--- src/rtl/regbank_arbiter.sv ---
// regbank_arbiter: round-robin arbitrated write port into a small register bank
// with combinational read, commit pulse, last-writer id and saturating write count.
module regbank_arbiter #(
    parameter int N_REQ = 4,
    parameter int WIDTH = 4,
    parameter int DEPTH = 4,
    localparam int AW = $clog2(DEPTH),
    localparam int IW = $clog2(N_REQ)
) (
    input  logic                   clk,
    input  logic                   reset,
    input  logic                   freeze,
    input  logic                   clear,
    input  logic [N_REQ-1:0]       req,
    input  logic [N_REQ*AW-1:0]    wr_addr,
    input  logic [N_REQ*WIDTH-1:0] wr_data,
    output logic [N_REQ-1:0]       gnt,
    input  logic [AW-1:0]          rd_addr,
    output logic [WIDTH-1:0]       rd_data,
    output logic                   wr_done,
    output logic [IW-1:0]          wr_id,
    output logic [7:0]             wr_count
);
    logic [WIDTH-1:0] r_bank [DEPTH];
    logic [IW-1:0]    r_ptr;
    logic [IW-1:0]    w_sel;
    logic [IW-1:0]    w_cand;
    logic             w_hit;
    logic             w_commit;
    logic [AW-1:0]    w_addr;
    logic [WIDTH-1:0] w_data;
    logic [IW-1:0]    w_ptr_nxt;

    // Scan from the highest offset down so the last hit is the first in round-robin order.
    always_comb begin
        w_sel  = '0;
        w_hit  = 1'b0;
        w_cand = '0;
        for (int k = N_REQ - 1; k >= 0; k--) begin
            w_cand = IW'((int'(r_ptr) + k) % N_REQ);
            if (req[w_cand]) begin
                w_sel = w_cand;
                w_hit = 1'b1;
            end
        end
    end

    assign w_commit  = w_hit & ~freeze & ~clear & ~reset;
    assign gnt       = w_commit ? (N_REQ'(1) << w_sel) : '0;
    assign w_addr    = wr_addr[int'(w_sel)*AW +: AW];
    assign w_data    = wr_data[int'(w_sel)*WIDTH +: WIDTH];
    assign w_ptr_nxt = (w_sel == IW'(N_REQ - 1)) ? '0 : w_sel + 1'b1;

    always_ff @(posedge clk or posedge reset) begin
        if (reset) begin
            r_ptr    <= '0;
            wr_done  <= 1'b0;
            wr_id    <= '0;
            wr_count <= '0;
        end else begin
            wr_done <= w_commit;
            if (w_commit) begin
                r_ptr    <= w_ptr_nxt;
                wr_id    <= w_sel;
                wr_count <= wr_count + {7'd0, wr_count != 8'hFF};
            end
        end
    end

    for (genvar g = 0; g < DEPTH; g++) begin : g_bank
        always_ff @(posedge clk or posedge reset) begin
            if (reset)
                r_bank[g] <= '0;
            else if (clear)
                r_bank[g] <= '0;
            else if (w_commit && w_addr == AW'(g))
                r_bank[g] <= w_data;
        end
    end

    always_comb begin
        rd_data = '0;
        for (int k = 0; k < DEPTH; k++)
            if (rd_addr == AW'(k)) rd_data = r_bank[k];
    end
endmodule

--- config.mk ---
export PLATFORM = sky130hd
export DESIGN_NAME = regbank_arbiter
export DESIGN_NICKNAME = d
export VERILOG_FILES = /design/src/rtl/regbank_arbiter.sv
export SDC_FILE = /design/constraint.sdc
export NUM_CORES = 1
export LEC_CHECK = 0
export BUFFER_PORTS_ARGS = -buffer_cell sky130_fd_sc_hd__buf_2
export CORE_UTILIZATION = 50
export DETAILED_ROUTE_END_ITERATION = 16
export PLACE_DENSITY = 0.75
export SLEW_MARGIN = 20
export SYNTH_ARGS = -nofsm -noshare
export SYNTH_HDL_FRONTEND = slang
export SYNTH_SLANG_ARGS = --single-unit
--- constraint.sdc ---
create_clock -name clk -period 2.8 [get_ports clk]
set_input_delay 0.28 -clock clk [delete_from_list [all_inputs] [get_ports clk]]
set_output_delay 0.28 -clock clk [all_outputs]
set_load 0.02 [all_outputs]
; Word-level counts from Yosys, hierarchy flattened
; Cells that the tools add are included.
[op_classes]
add_sub_neg = 5
magnitude_cmp = 4
eq_ne = 8
shift = 3
n_mux = 30
n_bitwise = 6
reduce_logical = 10
[ops]
columns = op, n
row1 = 2-to-1 mux 4 bit, 13
row2 = indexed part select 16 x 5 -> 4 bit, 1
row3 = "less-than comparator 2 x 3 -> 1 bit, second input constant", 4
row4 = "== test 2 bit, second input constant", 5
row5 = 2-to-1 mux 2 bit, 5
row6 = adder 8 x 1 -> 8 bit, 1
row7 = binary-select mux 1 bit (select 2 bit), 4
row8 = 2-to-1 mux 1 bit, 8
row9 = "!= test 8 bit, second input constant", 1
row10 = nonzero test 2 bit, 4
row11 = indexed part select 8 x 4 -> 2 bit, 1
row12 = "adder 2 x 1 -> 2 bit, second input constant", 2
row13 = "adder 2 bit, second input constant", 2
row14 = "== test 2 x 1 -> 1 bit, second input constant", 2
row15 = logical AND 1 bit, 4
row16 = zero test 2 bit, 2
row17 = "<< shifter 1 x 2 -> 4 bit, first input constant", 1
row18 = bitwise AND 1 bit, 3
row19 = NOT 1 bit, 3
[word_totals]
ff_bits = 29
in_bits = 34
output_inout_bits = 19
elab_cells = 74

; Longest topological paths before layout
[depth]
ltp_word = 13
ltp_mapped = 8

; Worst setup path after synthesis
; No wires, ideal clock.
[synth_timing]
path_kind = reg-to-reg
start = reg r_ptr[1]
end = reg r_bank[12] (netlist bit)
setup_time_ns = 0.079
t_arrival_ns = 1.989
setup_slack_ns = 0.732
path_stages_with_launch = 9
n_path_buf = 1
synth_period_minus_slack_ns = 2.068
path_cell_list = dfrtp_1 and2_1 and2_1 or3_1 clkinv_1 nand3_1 o2bb2a_1 buf_4 mux2i_1
[synth_via]
elab_cells_between_ends = 29
[synth_lines]
columns = element, line
row1 = "start, declared", 25  ; logic [IW-1:0] r_ptr;
row2 = "start signal, assigned", 63  ; r_ptr <= w_ptr_nxt;
row3 = adder 2 bit, 40  ; w_cand = IW'((int'(r_ptr) + k) % N_REQ);
row4 = binary-select mux 1 bit (select 2 bit), 41  ; if (req[w_cand]) begin
row5 = 2-to-1 mux 1 bit (not written as such), 41
row6 = 2-to-1 mux 2 bit (3 in series), 41
row7 = 2-to-1 mux 2 bit (*), 41
row8 = named net w_sel[0], 26  ; logic [IW-1:0] w_sel;
row9 = indexed part select 8 x 4 -> 2 bit, 50  ; assign w_addr = wr_addr[int'(w_sel)*AW +: AW];
row10 = zero test 2 bit, 76  ; else if (w_commit && w_addr == AW'(g))
row11 = logical AND 1 bit, 76
row12 = nonzero test 2 bit (no line), -
row13 = "end signal, assigned by index", 77  ; r_bank[g] <= w_data;
row14 = "end, declared", 24  ; logic [WIDTH-1:0] r_bank [DEPTH];
; The timed path passes the listed nets; every way through them passes the cells marked *. The select of a mux whose other input is x is not followed.
; A chain may end at the register's enable or synchronous reset.

; Final worst setup path
[layout_timing]
start = reg r_ptr[1]
end = out gnt[3]
[layout_via]
elab_cells_between_ends = 24
[layout_lines]
columns = element, line
row1 = adder 2 bit, 40
row2 = binary-select mux 1 bit (select 2 bit), 41
row3 = 2-to-1 mux 1 bit (not written as such), 41
row4 = 2-to-1 mux 2 bit (3 in series), 41
row5 = 2-to-1 mux 2 bit (*), 41
row6 = named net w_sel[0], 26
row7 = << shifter 1 x 2 -> 4 bit (*), 49  ; assign gnt = w_commit ? (N_REQ'(1) << w_sel) : '0;
row8 = 2-to-1 mux 4 bit (*), 49
row9 = "end, declared", 17  ; output logic [N_REQ-1:0] gnt,
; Marked as above.

==> results.toml <==
[die]
io_pins = 53
dieArea_um2 = 3790
dieWidth_um = 61.6
core_um2 = 3360
initial_utilization = 0.528
die_y_um = 61.6
num_rows = 21

[setup_path]
critPathKind = "flip-flop to output pin"
path_cells = "and2_1 -> and2_1 -> or3_1 -> clkinv_1 -> ha_1 -> and2_1 -> buf_2"
cpPeakStageDelay_ns = 0.44
crit_path_frequent_cell = "and2_1"
required_ns = 2.52
start_kind = "flip-flop"
end_kind = "output pin"
crit_buf_inv = 2
critical_path.slowest_cell = "dfrtp_1"
critPathArrivalTime_ns = 2.26
crit_fanout = 8
cp_top_family = "simple AND/OR/NAND/NOR gates"

[logic_synthesis]
synth_cell_types = 36
ys.flop_type = "dfrtp_1"
synth_cells = 155
seq_area_frac_synth = 0.409
synth-edff-count = 0
syn_area_um2 = 1780
synth_fp_nets = 195
synth.area.top_cells = "dfrtp_1 (41%), mux2i_1 (14%), nand2b_1 (6.7%)"
async_reset_ff_frac = 1.00
syn-mean-instance-area_um2 = 11.5
yosys_warnings = 0
synth_area_leader_cell = "dfrtp_1"
synth-seq-cells = 29
synth_top_area_frac = 0.409

[cts]
cts.path.max_buffers = 2
post_cts.resized_instances = 0
hold_buffers = 0
cts_inserted_buffers = 5
clock_latency_ns = 0.33
path_clk_slew_ns = 0.09
post_cts.repair.setup_buffers = 0
h-tree-depth = 2
clockRootBuffer = "clkbuf_4"
cts_sinks = 29
tritoncts = "done"

[cells_and_area]
antenna_cells = 0
layout.nets = 254
finalNonFillerCells = 260
multiInputGateArea_um2 = 1010
seq_area_um2 = 726
area_growth_pct = 21.6
nFillCells = 299
drive_gt1_frac = 0.369

[place]
portBuffers = 52
pre_cts_ws_ns = 0.424
place.detailed.instances = 253
gp_congestion = 0.779
place_hpwl_um = 3190

[timing]
clock_skew_ns = 0.00986
drv_slew = 0
tightestPinTransition_ns = 0.506
finalSetupTns_ns = 0
setup_violations = 0
rsz0062_at_grt = "no"
max_freq_mhz = 394
fin_hold_ws_ns = 0.0380
setup_ws_ns = 0.262
min_period_ns = 2.54
worst_slew_margin_rel = 0.663
fin_crit_sh = 0.906
hold_viol = 0

[routing]
wirelength_um = 4170
drc = 0
drt-wirelength-per-cell_um = 16.0
drtAntennaViolNets = 0
dr.pass1.iters = 4
vias = 1435
first_iter_violations = 79
avgViaCountPerCell = 5.52

[global_routing]
grt_max_degree = 30
grt.total_usage = 0.241
antenna_found_initial = 0
grt_overflow = 0
grt_pass1_vias = 1397
grt_first_pass_wirelength_um = 6400

[power_and_ir_drop]
vdd_drop_max_mv = 0.533
powerDensity_nw_per_um2 = 640
p_leak_nw = 1.12

[hold_path]
hp-class = "input port to asynchronous set/reset pin"

[status]
status = "finished clean"

[flow_run]
drv_cap = 0
[cells in the mapped netlist, types with 2 or more instances]
cell type   n
dfrtp_1    29
mux2i_1    25
nand2b_1   19
mux2_2      8
and2_1      6
ha_1        6
nand3_1     6
xnor2_1     6
inv_1       5
o21ai_0     5
mux4_2      4
nand2_1     4
and3_1      3
nand4_1     3
a21oi_1     2
clkbuf_1    2
nor2_1      2
o211ai_2    2
[worst reg2reg max path: stages, from the launching register on]
cell	delay, ns
dfrtp_1	0.44
and2_1	0.21
and2_1	0.17
or3_1	0.43
clkinv_1	0.21
nand3_1	0.23
o2bb2a_1	0.43
mux2i_1	0.22
[area by class of cell]
type | count | share of cell area
inverters | 6 | 0.0104
multi-input cells | 116 | 0.467
clock buffers | 7 | 0.0255
repair buffers | 56 | 0.134
well taps | 46 | 0.0267
flip-flops and latches | 29 | 0.336
[metrics by stage]
step | power [mW] | cell area [µm²] | util
CTS | 1.39 | 2160 | 0.642
global route | 1.47 | 2160 | 0.642
detailed placement | 1.13 | 2100 | 0.625
finish | 1.38 | 2160 | 0.642
floorplan | 0.938 | 1780 | -
global placement | 1.10 | 2100 | 0.625
[placed cells by master, fill, tap and decap left out, types with 5 or more instances in the layout]
cell	count
and2_1	6
buf_2	52
clkbuf_4	5
dfrtp_1	29
ha_1	6
inv_1	5
mux2_2	8
mux2i_1	25
nand2b_1	19
nand3_1	6
o21ai_0	5
xnor2_1	6
[flip-flops by register name (all words and copies together) (netlist names)]
signal / flops
wr_count: 8
r_bank: 16
r_ptr: 2
wr_done: 1
wr_id: 2
[worst paths after layout]
path / start / to / slack (ns) / cells past startpoint
worst max register to register: r_ptr[1] / r_bank[14] / 0.39 / 7
worst max-delay path: r_ptr[1] / gnt[3] / 0.26 / 7
worst min register to register: wr_count[4] / wr_count[4] / 0.50 / 1
min in group clk: freeze / wr_done / 0.34 / 3
worst min-delay path: reset / r_bank[11] / 0.04 / 3
max in group asynchronous: reset / wr_count[5] / 2.47 / 3
[metal layers]
metal | GRT usage | wire length [µm]
met1 | 0.294 | 1810
met3 | 0.0588 | 206
met2 | 0.406 | 2080
met4 | 0.105 | 72
met5 | 0 | 0
[power breakdown]
group	total [mW]	internal, mW	switching, mW	leakage (nW)
clock	0.258	0.118	0.140	0.0314
sequential	0.563	0.493	0.0701	0.387
combinational	0.559	0.248	0.311	0.706
[kinds of logic (layout without fill, tap and decap cells)]
logic type	count (synthesis)	after routing	share of synthesized area
xor+xnor	6	6	0.0296
compound gates	17	17	0.0726
mux	37	37	0.242
buf+inv	10	69	0.0240
flops	29	29	0.409
simple gates	50	50	0.180
fa+ha+maj	6	6	0.0423
(Power assumes the default switching activity.)
